--- src/rtl/asi_pkg.sv ---
// Shared ASI definitions: burst type codes, legal WRAP lengths, scheduler state
// type, burst descriptor layout and the descriptor legality check.
package asi_pkg;

   localparam int ASI_AW     = 40;
   localparam int ASI_LW     = 8;
   localparam int ASI_SW     = 3;
   localparam int ASI_BURSTW = 2;

   localparam logic [ASI_BURSTW-1:0] BT_FIXED    = 2'd0;
   localparam logic [ASI_BURSTW-1:0] BT_INCR     = 2'd1;
   localparam logic [ASI_BURSTW-1:0] BT_WRAP     = 2'd2;
   localparam logic [ASI_BURSTW-1:0] BT_RESERVED = 2'd3;

   localparam logic [ASI_LW-1:0] WRAP_BL_2  = 8'd1;
   localparam logic [ASI_LW-1:0] WRAP_BL_4  = 8'd3;
   localparam logic [ASI_LW-1:0] WRAP_BL_8  = 8'd7;
   localparam logic [ASI_LW-1:0] WRAP_BL_16 = 8'd15;

   typedef enum logic [1:0] {
      ST_IDLE   = 2'd0,
      ST_WBURST = 2'd1,
      ST_RBURST = 2'd2
   } asi_sched_st_e;

   typedef struct packed {
      logic [ASI_AW-1:0]     addr;
      logic [ASI_LW-1:0]     len;
      logic [ASI_SW-1:0]     size;
      logic [ASI_BURSTW-1:0] burst;
   } asi_burst_desc_t;

   // Reserved burst type, or WRAP with a length other than 2/4/8/16 beats.
   function automatic logic desc_illegal(input logic [ASI_BURSTW-1:0] burst,
                                         input logic [ASI_LW-1:0]     len);
      logic bad;
      bad = 1'b0;
      case (burst)
         BT_RESERVED: bad = 1'b1;
         BT_WRAP:     bad = !((len == WRAP_BL_2) || (len == WRAP_BL_4) ||
                              (len == WRAP_BL_8) || (len == WRAP_BL_16));
         default:     bad = 1'b0;
      endcase
      return bad;
   endfunction

endpackage

--- src/rtl/asi_addr_gen.sv ---
// Combinational next-beat address for FIXED / INCR / WRAP bursts, modulo 2^AXI_AW.
module asi_addr_gen
   import asi_pkg::*;
#(
   parameter int AXI_AW     = ASI_AW,
   parameter int AXI_LW     = ASI_LW,
   parameter int AXI_SW     = ASI_SW,
   parameter int AXI_BURSTW = ASI_BURSTW
) (
   input  logic [AXI_AW-1:0]     addr,
   input  logic [AXI_SW-1:0]     size,
   input  logic [AXI_LW-1:0]     len,
   input  logic [AXI_BURSTW-1:0] burst,
   output logic [AXI_AW-1:0]     next_addr
);

   localparam logic [AXI_AW-1:0] ONE = AXI_AW'(1);

   logic [AXI_AW-1:0] inc_s;
   logic [AXI_AW-1:0] bound_s;
   logic [AXI_AW-1:0] incr_s;
   logic [AXI_AW-1:0] wrap_s;

   // INCR aligns down then steps; WRAP keeps the bits above the wrap boundary.
   always_comb begin
      inc_s   = ONE << size;
      bound_s = ({{(AXI_AW-AXI_LW){1'b0}}, len} + ONE) << size;
      incr_s  = (addr & ~(inc_s - ONE)) + inc_s;
      wrap_s  = (addr & ~(bound_s - ONE)) | ((addr + inc_s) & (bound_s - ONE));
      case (burst)
         BT_FIXED: next_addr = addr;
         BT_INCR:  next_addr = incr_s;
         BT_WRAP:  next_addr = wrap_s;
         default:  next_addr = incr_s;
      endcase
   end

endmodule

--- src/rtl/asi_rw_sched.sv ---
// Burst-level scheduler sharing the single-port ASI memory between write and read
// paths: tie-break arbitration with starvation guard, then beat sequencing.
module asi_rw_sched
   import asi_pkg::*;
#(
   parameter int AXI_AW     = ASI_AW,
   parameter int AXI_LW     = ASI_LW,
   parameter int AXI_SW     = ASI_SW,
   parameter int AXI_BURSTW = ASI_BURSTW,
   parameter int SLV_ARB    = 0,
   parameter int STARVE_N   = 4
) (
   input  logic                  ACLK,
   input  logic                  ARESET,
   input  logic                  wreq_valid,
   output logic                  wreq_ready,
   input  logic [AXI_AW-1:0]     wreq_addr,
   input  logic [AXI_LW-1:0]     wreq_len,
   input  logic [AXI_SW-1:0]     wreq_size,
   input  logic [AXI_BURSTW-1:0] wreq_burst,
   input  logic                  rreq_valid,
   output logic                  rreq_ready,
   input  logic [AXI_AW-1:0]     rreq_addr,
   input  logic [AXI_LW-1:0]     rreq_len,
   input  logic [AXI_SW-1:0]     rreq_size,
   input  logic [AXI_BURSTW-1:0] rreq_burst,
   output logic                  mem_en,
   output logic                  mem_we,
   output logic [AXI_AW-1:0]     mem_addr,
   output logic                  mem_last,
   input  logic                  mem_ready,
   output logic                  busy_w,
   output logic                  busy_r,
   output logic                  rsv_err
);

   localparam int STW = (STARVE_N < 1) ? 1 : $clog2(STARVE_N + 1);
   localparam logic [STW-1:0] STARVE_MAX = STW'(STARVE_N);
   localparam logic [STW-1:0] STARVE_ONE = STW'(1);
   localparam logic READ_PRI = (SLV_ARB != 0);

   asi_sched_st_e state_r;
   asi_sched_st_e state_s;

   asi_burst_desc_t desc_r;
   asi_burst_desc_t sel_desc_s;

   logic [AXI_AW-1:0]     addr_r;
   logic [AXI_AW-1:0]     next_addr_s;
   logic [AXI_LW-1:0]     beat_cnt_r;
   logic [STW-1:0]        starve_r;
   logic                  last_r;
   logic                  rsv_err_r;

   logic                  tie_s;
   logic                  forced_s;
   logic                  grant_w_s;
   logic                  grant_r_s;
   logic                  accept_s;
   logic                  pri_won_s;
   logic                  illegal_s;
   logic                  xfer_s;
   logic [AXI_BURSTW-1:0] raw_burst_s;
   logic [AXI_LW-1:0]     raw_len_s;

   // Arbitration: a tie goes to the priority side unless it has starved the other.
   always_comb begin
      tie_s     = wreq_valid & rreq_valid;
      forced_s  = (starve_r == STARVE_MAX);
      grant_w_s = 1'b0;
      grant_r_s = 1'b0;
      if ((state_r == ST_IDLE) && !ARESET) begin
         if (tie_s) begin
            if (READ_PRI ^ forced_s) begin
               grant_r_s = 1'b1;
            end else begin
               grant_w_s = 1'b1;
            end
         end else begin
            grant_w_s = wreq_valid;
            grant_r_s = rreq_valid;
         end
      end else begin
         grant_w_s = 1'b0;
         grant_r_s = 1'b0;
      end
      accept_s  = grant_w_s | grant_r_s;
      pri_won_s = tie_s & (READ_PRI ? grant_r_s : grant_w_s);
   end

   // Descriptor mux; illegal descriptors are demoted to INCR before registering.
   always_comb begin
      raw_burst_s      = grant_w_s ? wreq_burst : rreq_burst;
      raw_len_s        = grant_w_s ? wreq_len : rreq_len;
      illegal_s        = desc_illegal(raw_burst_s, raw_len_s);
      sel_desc_s.addr  = grant_w_s ? wreq_addr : rreq_addr;
      sel_desc_s.len   = raw_len_s;
      sel_desc_s.size  = grant_w_s ? wreq_size : rreq_size;
      sel_desc_s.burst = illegal_s ? BT_INCR : raw_burst_s;
   end

   // Next-state logic.
   always_comb begin
      state_s = state_r;
      case (state_r)
         ST_IDLE: begin
            if (grant_w_s) begin
               state_s = ST_WBURST;
            end else if (grant_r_s) begin
               state_s = ST_RBURST;
            end else begin
               state_s = ST_IDLE;
            end
         end
         ST_WBURST, ST_RBURST: begin
            if (mem_ready && last_r) begin
               state_s = ST_IDLE;
            end else begin
               state_s = state_r;
            end
         end
         default: state_s = ST_IDLE;
      endcase
   end

   // State register.
   always_ff @(posedge ACLK) begin
      if (ARESET) begin
         state_r <= ST_IDLE;
      end else begin
         state_r <= state_s;
      end
   end

   assign xfer_s = (state_r != ST_IDLE) & mem_ready;

   // Burst datapath: descriptor capture, beat counting, address stepping, starvation count.
   always_ff @(posedge ACLK) begin
      if (ARESET) begin
         desc_r     <= '0;
         addr_r     <= '0;
         beat_cnt_r <= '0;
         last_r     <= 1'b0;
         rsv_err_r  <= 1'b0;
         starve_r   <= '0;
      end else begin
         rsv_err_r <= accept_s & illegal_s;
         if (accept_s) begin
            desc_r     <= sel_desc_s;
            addr_r     <= sel_desc_s.addr;
            beat_cnt_r <= '0;
            last_r     <= (sel_desc_s.len == '0);
            if (pri_won_s) begin
               starve_r <= forced_s ? starve_r : starve_r + STARVE_ONE;
            end else begin
               starve_r <= '0;
            end
         end else if (xfer_s) begin
            if (last_r) begin
               last_r <= 1'b0;
            end else begin
               beat_cnt_r <= beat_cnt_r + AXI_LW'(1);
               addr_r     <= next_addr_s;
               last_r     <= ((beat_cnt_r + AXI_LW'(1)) == desc_r.len);
            end
         end
      end
   end

   asi_addr_gen #(
      .AXI_AW     (AXI_AW),
      .AXI_LW     (AXI_LW),
      .AXI_SW     (AXI_SW),
      .AXI_BURSTW (AXI_BURSTW)
   ) u_addr_gen (
      .addr      (addr_r),
      .size      (desc_r.size),
      .len       (desc_r.len),
      .burst     (desc_r.burst),
      .next_addr (next_addr_s)
   );

   assign wreq_ready = grant_w_s;
   assign rreq_ready = grant_r_s;
   assign mem_en     = (state_r != ST_IDLE);
   assign mem_we     = (state_r == ST_WBURST);
   assign mem_addr   = addr_r;
   assign mem_last   = last_r;
   assign busy_w     = (state_r == ST_WBURST);
   assign busy_r     = (state_r == ST_RBURST);
   assign rsv_err    = rsv_err_r;

endmodule

--- config.mk ---
export PLATFORM = sky130hd
export DESIGN_NAME = asi_rw_sched
export DESIGN_NICKNAME = d
export VERILOG_FILES = /design/src/rtl/asi_pkg.sv /design/src/rtl/asi_addr_gen.sv /design/src/rtl/asi_rw_sched.sv
export SDC_FILE = /design/constraint.sdc
export NUM_CORES = 1
export LEC_CHECK = 0
export ABC_AREA = 1
export CAP_MARGIN = 10
export CORE_UTILIZATION = 35
export DETAILED_ROUTE_END_ITERATION = 10
export PLACE_DENSITY_LB_ADDON = 0.3
export SLEW_MARGIN = 40
export SYNTH_ARGS = -nofsm -noshare
export SYNTH_HDL_FRONTEND = slang
export SYNTH_SLANG_ARGS = --single-unit
--- constraint.sdc ---
create_clock -name ACLK -period 5.2 [get_ports ACLK]
set_input_delay 1.04 -clock ACLK [delete_from_list [all_inputs] [get_ports ACLK]]
set_output_delay 1.04 -clock ACLK [all_outputs]
set_load 0.05 [all_outputs]
Yosys cells after proc, flatten, opt, wreduce, memory -nomap -nowiden. Cells that the tools add are included.

Word-level logic and storage cells: 87. Output and inout bits: 48. Input bits: 111. Flip-flop bits (word level): 68.

Multiplexer cells: 25. Bitwise logic cells: 12. Add/subtract/negate cells: 7. Reduce and logical (&&, ||, !) cells: 17. Shifts and indexed selects: 2. Equality and inequality tests: 15.

Operator list (count): 2-to-1 mux 40 bit (4); AND 40 bit (3); adder 40 bit (2); NOT 40 bit (2); one-hot mux 40 bit (2 select lines) (1); subtractor 40 x 1 -> 40 bit (second input constant) (2); bitwise OR 40 bit (1); << shifter 1 x 3 -> 40 bit (first input constant) (1); << shifter 40 x 3 -> 40 bit (1); 2-to-1 mux 2 bit (5); adder 8 x 1 -> 9 bit (second input constant) (1); 2-to-1 mux 1 bit (9); 2-to-1 mux 3 bit (3); adder 8 x 1 -> 8 bit (second input constant) (1); equality test 2 bit (second input constant) (4); equality test 8 x 1 -> 1 bit (second input constant) (1); equality test 8 x 2 -> 1 bit (second input constant) (1); equality test 8 x 3 -> 1 bit (second input constant) (1); equality test 8 x 4 -> 1 bit (second input constant) (1); equality test 8 bit (1); zero test 8 bit (1); 2-to-1 mux 8 bit (1); != test 2 bit (second input constant) (3); AND 1 bit (4); 16 further kinds (24).

Longest topological paths before layout.
Depth in word-level cells: 12. Gate-level depth with buffers: 26. Gate-level depth less buffers: 24.

Hierarchy. From an unflattened synthesis, not the netlist that was laid out.

Cells, all modules: 1574. Area total of the unflattened synthesis: 8728.4 µm².

Modules (own cells, without submodules): asi_addr_gen (cells an instance 984, sequential area each 0.0 µm², area each 4728.3 µm², times used 1); asi_rw_sched (cells an instance 590, sequential area each 1361.3 µm², area each 4000.1 µm², times used 1).

Least setup slack after synthesis. Ideal clock, no wire load.

Path type: input -> output. Start: input port ARESET. End: output port rreq_ready. Path buffers: 1. Stages: 4. Data required time: 4.160 ns. Slack: 2.026 ns. Arrival time: 2.134 ns. Cells stage by stage: nor2_1 -> nand2_1 -> clkbuf_1 -> nor2_1.

Cells in the longest elaborated chain, start to end: 3.

RTL lines: start: declaration (line asi_rw_sched.sv:14) `input logic ARESET,`; zero test 1 bit (line asi_rw_sched.sv:72) `if ((state_r == ST_IDLE) && !ARESET) begin`; logical AND 1 bit (line asi_rw_sched.sv:72); 2-to-1 mux 1 bit (line asi_rw_sched.sv:72); end: declaration (line asi_rw_sched.sv:22) `output logic rreq_ready,`.

Every way passes these cells.

==> flow_summary.json <==
{
  "status": "complete, no violations",
  "placed_area_um2": 10280,
  "yosysUniqueCellTypes": 50,
  "synthMuxAreaShare_pct": 0.4748,
  "p_leak_uw": 0.004589,
  "final_area_um2": 10590,
  "synth_ff_type": "dfxtp_1",
  "p_switching_uw": 2801,
  "finalClockSkew_ns": 0.01342,
  "postCtsHoldBufs": 0,
  "die-area_um2": 24720,
  "grt_max_degree": 62,
  "grt_pass1_wl_um": 52440,
  "crit_type": "reg -> reg",
  "internal_power_uw": 2084,
  "wl_per_cell_um": 17.03,
  "antenna_found_initial": 0,
  "syn_to_final_growth_pct": 25.55,
  "nets": 1785,
  "numCtsBuffers": 9,
  "swShare_pct": 57.34,
  "seq_area_um2": 1364,
  "yosys_warnings": 0,
  "multiInputGateArea_um2": 6131,
  "clk_pin_slew_ns": 0.07,
  "irDropWorstVdd_mv": 0.3074,
  "tns_ns": 0,
  "die_h_um": 157.2,
  "postCtsSetupRepairBufs": 0,
  "cts.sinks": 68,
  "num_vias": 10340,
  "hold_viol_final": 0,
  "hpwl_um": 25930,
  "dp.cells": 1960,
  "end_kind": "flop",
  "fill_cells": 2630,
  "initial_core_util_pct": 35.82,
  "gp_congestion": 0.9695,
  "core_area_um2": 23540,
  "slew_viol_final": 0,
  "first_global_vias": 9605,
  "drtPass1Iterations": 5,
  "synth-xor-area-share_pct": 4.674,
  "totalWireLength_um": 33660,
  "cts_resized": 0,
  "drtIter0Drc": 930,
  "critPathMaxFanout": 21,
  "synth_top_family_by_area": "simple AND/OR/NAND/NOR gates",
  "clk-insertion-delay-late_ns": 0.36,
  "setup_viol": 0,
  "io_buffers": 158,
  "rsz0062_at_grt": "no",
  "fmax_mhz": 251.6,
  "diodes": 0,
  "syn_avg_cell_area_um2": 5.541,
  "yosys.area_share.simple_pct": 48.55,
  "num_rows": 56,
  "clkPwrFrac_pct": 13.9,
  "cts_buffer_depth": 2,
  "track_usage_pct": 27.84,
  "num_io_pins": 159,
  "seqPwrFrac_pct": 19.7,
  "cts_root_buffer": "clkbuf_16",
  "synth_compound_area_share_pct": 15.56,
  "worstMarginPinSlew_ns": 0.8219,
  "power_density_nw_per_um2": 461.3,
  "synth-edff-count": 0,
  "min_path_type": "reg -> reg",
  "p_total_uw": 4884,
  "fin_cells": 1976,
  "h-tree-depth": 3,
  "slew_headroom_pct": 44.91,
  "maxCapViolCount": 0,
  "synthArstFlopShare_pct": 0,
  "final_layout_size_suffix_gt1_share_pct": 8.449,
  "ys_ff_latch": 68,
  "drc_errors": 0,
  "die_w_um": 157.2,
  "fin_crit_sh_pct": 76.45,
  "comb_power_share_pct": 66.3,
  "period_minus_slack_ns": 3.975,
  "synthAdderAreaFrac_pct": 3.353,
  "syn_area_um2": 8433,
  "synthesis.instances": 1522,
  "viasPerCell": 5.232,
  "ys_seq_area_share_pct": 16.14,
  "cts_tree": "yes",
  "drtAntennaViolNets": 0,
  "cp.required_ns": 5.41,
  "worstPathArrival_ns": 4.19,
  "syn-num-nets": 1655,
  "grt_remaining_overflow": 0,
  "startpoint_type": "flop"
}
-- metal layers --
layer	vias to the layer above	GRT usage [%]	share of wire [%]
met5	-	0	0
met4	0	7.906	2.2
met3	52	4.873	7.5
met2	393	43.72	44
met1	4698	38.66	46
li1	5195	-	-
-- worst paths after layout --
path / from / end / slack (ns) / depth (start not counted)
max: desc_r[3] / flop / 1.22 / 20
min: beat_cnt_r[4] / beat_cnt_r[4] / 0.49 / 2
max reg2reg: desc_r[3] / flop / 1.22 / 20
min reg2reg: beat_cnt_r[4] / beat_cnt_r[4] / 0.49 / 2
-- through the flow --
stage                     worst slack (ns)  hold slack [ns]  util, %
after floorplan                      2.026           0.4542        -
after global placement              0.9973           0.4673    43.64
after detailed placement             1.134           0.4796    43.66
after CTS                            1.099           0.4893    44.96
after global routing                0.9019           0.5233    44.97
final                                1.225           0.4884    44.97
-- cell usage after synthesis, types with 27 or more instances --
cell type,instances,share of area (%)
inv_1,167,7.4
a21oi_1,76,4.5
dfxtp_1,68,16
nor2_1,152,6.8
nor3_1,27,1.6
clkbuf_1,32,1.4
nand4_1,30,2.2
nand3_1,146,8.7
xor2_1,36,3.7
o21ai_0,103,6.1
nand2_2,28,2.1
nand2_1,463,21
-- area by class of cell --
class / count / share of cell area, %
Multi-Input combinational cell: 1218 / 57.91
Tap cell: 319 / 3.770
Clock inverter: 7 / 0.7681
Timing Repair Buffer: 169 / 15.91
Inverter: 186 / 6.641
Sequential cell: 68 / 12.88
Clock buffer: 9 / 2.127
-- cells by family (layout without fill, tap and decap cells) --
group,count (synthesis),after routing
AND/OR/NAND/NOR,910,910
AO/OA/AOI/OAI,237,237
buffers and inverters,236,371
flip-flops,68,68
XOR/XNOR,45,45
adder cells (fa/ha/maj),22,22
multiplexers,4,4
-- power by group through the flow --
stage	combinational [uW]	sequential [uW]	clock, uW
after floorplan	2120	1110	0
after global placement	3190	955	0
after detailed placement	3210	958	0
after CTS	3220	949	692
after global routing	3580	983	713
final	3240	963	681
-- critical path: stages (launching register included) --
cell	delay, ns
dfxtp_1	0.56
inv_2	0.39
nand2_1	0.16
nor2_2	0.17
inv_1	0.11
ha_1	0.28
inv_1	0.10
nor2_1	0.05
buf_4	0.20
nor2_1	0.23
nand2_1	0.16
inv_1	0.12
nand2_1	0.12
nor3_1	0.32
nand3_1	0.29
nand3_1	0.17
nand3_1	0.08
nand2_1	0.08
nand2_1	0.07
nand3_1	0.08
a21oi_1	0.06
-- layout by cell type (no fill, tap or decap), types with 12 or more instances in the layout --
cell type,instances
nor2_2,19
nand2_2,28
nor2_1,151
inv_2,16
nand3_1,146
nand3_2,12
o22ai_1,12
nand4_1,30
dfxtp_1,66
ha_1,21
o21ai_0,103
a21oi_1,76
inv_1,166
nor3_1,26
xor2_1,36
nand2_1,463
clkdlybuf4s50_1,156
Power figures use the tool's default switching activity.
